<file path="src/rtl/lsu_wb_master.sv">
// Wishbone B4 classic single-beat master behind the LSU: one bus cycle per request, one-cycle ack/err pulse back.
// Optional bus timeout enabled by defining LSU_WB_TIMEOUT_EN (limit set by TIMEOUT_CYCLES).
module lsu_wb_master #(
    parameter int TIMEOUT_CYCLES = 255
) (
    input  logic        clk_i,
    input  logic        rst_i,
    input  logic [31:0] lsu_addr_i,
    input  logic [31:0] lsu_dat_i,
    input  logic [3:0]  lsu_sel_i,
    input  logic        lsu_we_i,
    input  logic        lsu_re_i,
    output logic [31:0] lsu_dat_o,
    output logic        lsu_ack_o,
    output logic        lsu_err_o,
    output logic        lsu_busy_o,
    output logic        wb_cyc_o,
    output logic        wb_stb_o,
    output logic        wb_we_o,
    output logic [31:0] wb_adr_o,
    output logic [31:0] wb_dat_o,
    output logic [3:0]  wb_sel_o,
    input  logic [31:0] wb_dat_i,
    input  logic        wb_ack_i,
    input  logic        wb_err_i
);

    typedef enum logic [1:0] {IDLE, BUS, DONE} state_t;

    state_t      state, state_nxt;
    logic [31:0] adr_q, dat_q, rdata_q;
    logic [3:0]  sel_q;
    logic        we_q, err_q;
    logic        req, in_bus, timeout, bus_end, bus_err;

    assign req    = lsu_we_i | lsu_re_i;
    assign in_bus = (state == BUS);

`ifdef LSU_WB_TIMEOUT_EN
    logic [15:0] tmo_cnt;

    // Counter sits at zero outside BUS, so it starts clean on every new access.
    assign timeout = in_bus && (tmo_cnt == 16'(TIMEOUT_CYCLES - 1));

    always_ff @(posedge clk_i or posedge rst_i) begin
        if (rst_i)
            tmo_cnt <= '0;
        else if (!in_bus)
            tmo_cnt <= '0;
        else if (!(wb_ack_i | wb_err_i))
            tmo_cnt <= tmo_cnt + 16'd1;
    end
`else
    logic unused_tmo;
    assign unused_tmo = (TIMEOUT_CYCLES != 0);
    assign timeout    = 1'b0;
`endif

    // A real ack beats a simultaneous timeout; a slave error beats everything.
    assign bus_end = wb_ack_i | wb_err_i | timeout;
    assign bus_err = wb_err_i | (timeout & ~wb_ack_i);

    always_ff @(posedge clk_i or posedge rst_i) begin
        if (rst_i)
            state <= IDLE;
        else
            state <= state_nxt;
    end

    always_comb begin
        state_nxt = state;
        case (state)
            IDLE:    if (req) state_nxt = BUS;
            BUS:     if (bus_end) state_nxt = DONE;
            DONE:    state_nxt = IDLE;
            default: state_nxt = IDLE;
        endcase
    end

    always_ff @(posedge clk_i or posedge rst_i) begin
        if (rst_i) begin
            adr_q   <= '0;
            dat_q   <= '0;
            sel_q   <= '0;
            we_q    <= 1'b0;
            err_q   <= 1'b0;
            rdata_q <= '0;
        end else begin
            case (state)
                IDLE: if (req) begin
                    adr_q <= lsu_addr_i;
                    dat_q <= lsu_dat_i;
                    sel_q <= lsu_sel_i;
                    we_q  <= lsu_we_i;
                end
                BUS: if (bus_end) begin
                    err_q <= bus_err;
                    if (!we_q && wb_ack_i && !wb_err_i)
                        rdata_q <= wb_dat_i;
                end
                default: ;
            endcase
        end
    end

    assign wb_cyc_o   = in_bus;
    assign wb_stb_o   = in_bus;
    assign wb_we_o    = in_bus & we_q;
    assign wb_adr_o   = adr_q;
    assign wb_sel_o   = sel_q;
    assign wb_dat_o   = (in_bus && we_q) ? dat_q : 32'h0;

    assign lsu_dat_o  = rdata_q;
    assign lsu_ack_o  = (state == DONE);
    assign lsu_err_o  = (state == DONE) & err_q;
    assign lsu_busy_o = (state != IDLE) | req;

endmodule

</file>
<file path="config.mk">
export PLATFORM = sky130hd
export DESIGN_NAME = lsu_wb_master
export DESIGN_NICKNAME = d
export VERILOG_FILES = /design/src/rtl/lsu_wb_master.sv
export SDC_FILE = /design/constraint.sdc
export NUM_CORES = 1
export LEC_CHECK = 0
export ABC_CLOCK_PERIOD_IN_PS = 3400
export BUFFER_PORTS_ARGS = -buffer_cell sky130_fd_sc_hd__buf_2
export CAP_MARGIN = 0
export CORE_MARGIN = 10
export CORE_UTILIZATION = 37
export DETAILED_ROUTE_END_ITERATION = 8
export PLACE_DENSITY_LB_ADDON = 0.05
export SYNTH_ARGS = -nofsm -noshare
export SYNTH_HDL_FRONTEND = slang
export SYNTH_SLANG_ARGS = --single-unit
</file>
<file path="constraint.sdc">
create_clock -name clk_i -period 3.4 [get_ports clk_i]
set_clock_uncertainty 0.1 [all_clocks]
set_input_delay 0 -clock clk_i [delete_from_list [all_inputs] [get_ports clk_i]]
set_output_delay 0 -clock clk_i [all_outputs]
set_load 0.01 [all_outputs]
</file>
==> metrics.txt <==
Peak VDD IR roughly 370 uV; Synth cell types 18; met1 GRT Util between 10% and 20%; Reg2Reg Setup Slack ~1.3 ns; ys async rst share between 90% and 100%; Worst-path clk slew 0.09 ns; first-pass GRT wire length about 20000 um; chip width around 130 um; most common cell in the netlist dfrtp_1; Residual DRC 0; drt wl/cell roughly 17 um; dpl hpwl approximately 8600 um; proportion of layout cells with a drive suffix above 1 55.8%; R2R depth 3; final setup fails 0; Pre-antenna DRT Iters 4; number of DRC markers in iteration 0 approximately 130; Synth area leader dfrtp_1; Arr. time, crit path between 2 and 2.5 ns; Final Cell Area about 6600 um2; Seq/Total Area, Yosys between 60% and 70%; GRT Residual Overflow 0; CP endpoint kind flop; Worst Max-Slew Pin Slew between 0.8 and 0.9 ns; CTS tree done; M3 GR Usage ~6%; R2R Path End lsu_dat_o[11]; final worst slack between 1 and 1.5 ns; dpl ws 1.26 ns; IO Port Bufs around 210; Worst Path Required around 3.5 ns; Clock Path Buffers 2; htree depth 3; post-route setup TNS 0 ns; mapped cell area slightly above 4000 um2; Routed Antenna Nets 0; Final Cycle Share a little over three fifths; initial core utilization a little under two fifths; Syn Area/Cell between 15 and 20 um2; CP max-delay cell nand3_2; largest net degree at the start of global routing 50; Top delay family on crit path simple AND/OR/NAND/NOR gates; Hold Vio Cnt, Final 0; Tmin final around 2.1 ns; row cnt 38; Leak 3.34 nW; RR Startpoint state[1]; crit path buf inv count 0; Syn Nets approximately 380; Synth-to-Final Area Change 58.1%; met2 global-route usage around a quarter; total wire length ~12000 um; top cells by count, synth dfrtp_1, mux2_2, and3_1; Placer Congestion just over 0.7; ant diodes 0; Core ar. ~11000 um2; initial antenna violation count 0; max-slew violations 0; Max-slew headroom a little under half; final net count 694; top fanout value on the critical path 32; unrepaired setup endpoints after global routing no; Synth Flop Type dfrtp_1; Max-Cap Viols 0; HP Class in2async; crit-path cells and2b_1 > nand3_2 > mux2_1; Post-synth EDFFs 0; placed instance area approximately 5300 um2; Setup Fix Bufs, Post-CTS 0; CTS root buf clkbuf_8; Synth top area share about 63%; highest clock rate between 400 and 500 MHz; number of global-route vias before repair between 3000 and 4000; routed vias/inst around 4.6; WS Path Type reg2reg; Syn. warnings 0; Clock Sinks approximately 100; Vias between 3000 and 4000; Area contributors post-synth dfrtp_1, mux2_2, and3_1; CTS buffer count 9; CP max stage delay approximately 0.64 ns; crit start category flop; DIE AREA approximately 16000 um2; status complete, no violations; IO Pins 212; most used routing layer met2; Skew-Pair Late Insertion Delay around 0.35 ns; total track usage 15.1%; register bit total from synthesis roughly 100; final core utilization 60.3%; Die Y-Extent 126 um; # fillers 885; PwrDens roughly 800 nW/um2; total power ~5.3 mW; Mapped Cells about 270
==> worst register-to-register path, cell delays in order (launching register included) <==
cell and delay (ns):
dfrtp_1 0.43, and2b_1 0.25, nand3_2 0.64, mux2_1 0.60
==> sequential cells by signal (all words and copies together) (netlist names) <==
| register | cells |
|---|---|
| dat_q | 32 |
| err_q | 1 |
| lsu_dat_o | 32 |
| state | 2 |
| wb_adr_o | 32 |
| wb_sel_o | 4 |
| we_q | 1 |
==> where the power goes <==
part	internal (mW)	total, mW	switching, mW
combinational	1.25	2.37	1.12
clock	0.339	0.733	0.395
sequential	1.86	2.15	0.288
total	3.45	5.25	1.81
==> cell families after synthesis <==
logic type	Yosys count	share of synthesized area [%]
flip-flops	104	62.7
multiplexers	100	27.1
AND/OR/NAND/NOR	46	6.72
buffers and inverters	19	2.83
AO/OA/AOI/OAI	3	0.603
==> metrics by stage <==
step	std cells	hold WS (ns)
after global placement	611	0.0316
after CTS	733	0.174
after floorplan	272	0.0253
after global routing	733	0.213
final	733	0.184
after detailed placement	611	0.0315
==> how the worst max path moves through the flow <==
stage / startpoint / to / slack, ns / cells after the start
floorplan: rst_i / dat_q[0] / 0.57 / 1
global placement: state[1] / lsu_dat_o[11] / 1.31 / 3
detailed placement: state[1] / lsu_dat_o[11] / 1.26 / 3
CTS: state[1] / lsu_dat_o[11] / 1.26 / 3
global route: state[1] / lsu_dat_o[11] / 1.14 / 3
finish: state[1] / lsu_dat_o[11] / 1.28 / 3
==> placed cells by master (no fill, tap or decap), drive strengths merged <==
cell type / n
buf: 217
dlygate4sd3: 106
dfrtp: 104
mux2: 100
and3: 32
clkbuf: 12
nor2: 4
nand2: 3
clkinv: 3
nor2b: 2
and2: 2
a22o: 2
and2b: 1
nand3: 1
nor3: 1
inv: 1
a21o: 1
bufinv: 1
==> cell type report <==
class	instances	area, um2	share of cell area (%)
clock inverters	4	45.0	0.686
flip-flops and latches	104	2600	39.7
well taps	140	175	2.67
inverters	1	6.26	0.0953
repair buffers	323	2160	32.9
multi-input cells	149	1440	21.9
clock buffers	12	135	2.06
==> layer usage <==
metal / up-vias / wire [um]
met1: 1643 / 5170
met5: - / 0
met3: 8 / 1010
met2: 128 / 6170
li1: 1587 / -
met4: 0 / 127
==> repair_timing <==
action | 4_1_cts | 5_1_grt
gates resized for setup | 0 | 0
endpoints found under the hold margin | 151 | 0
hold buffers | 106 | 0
(Power assumes the default switching activity.)
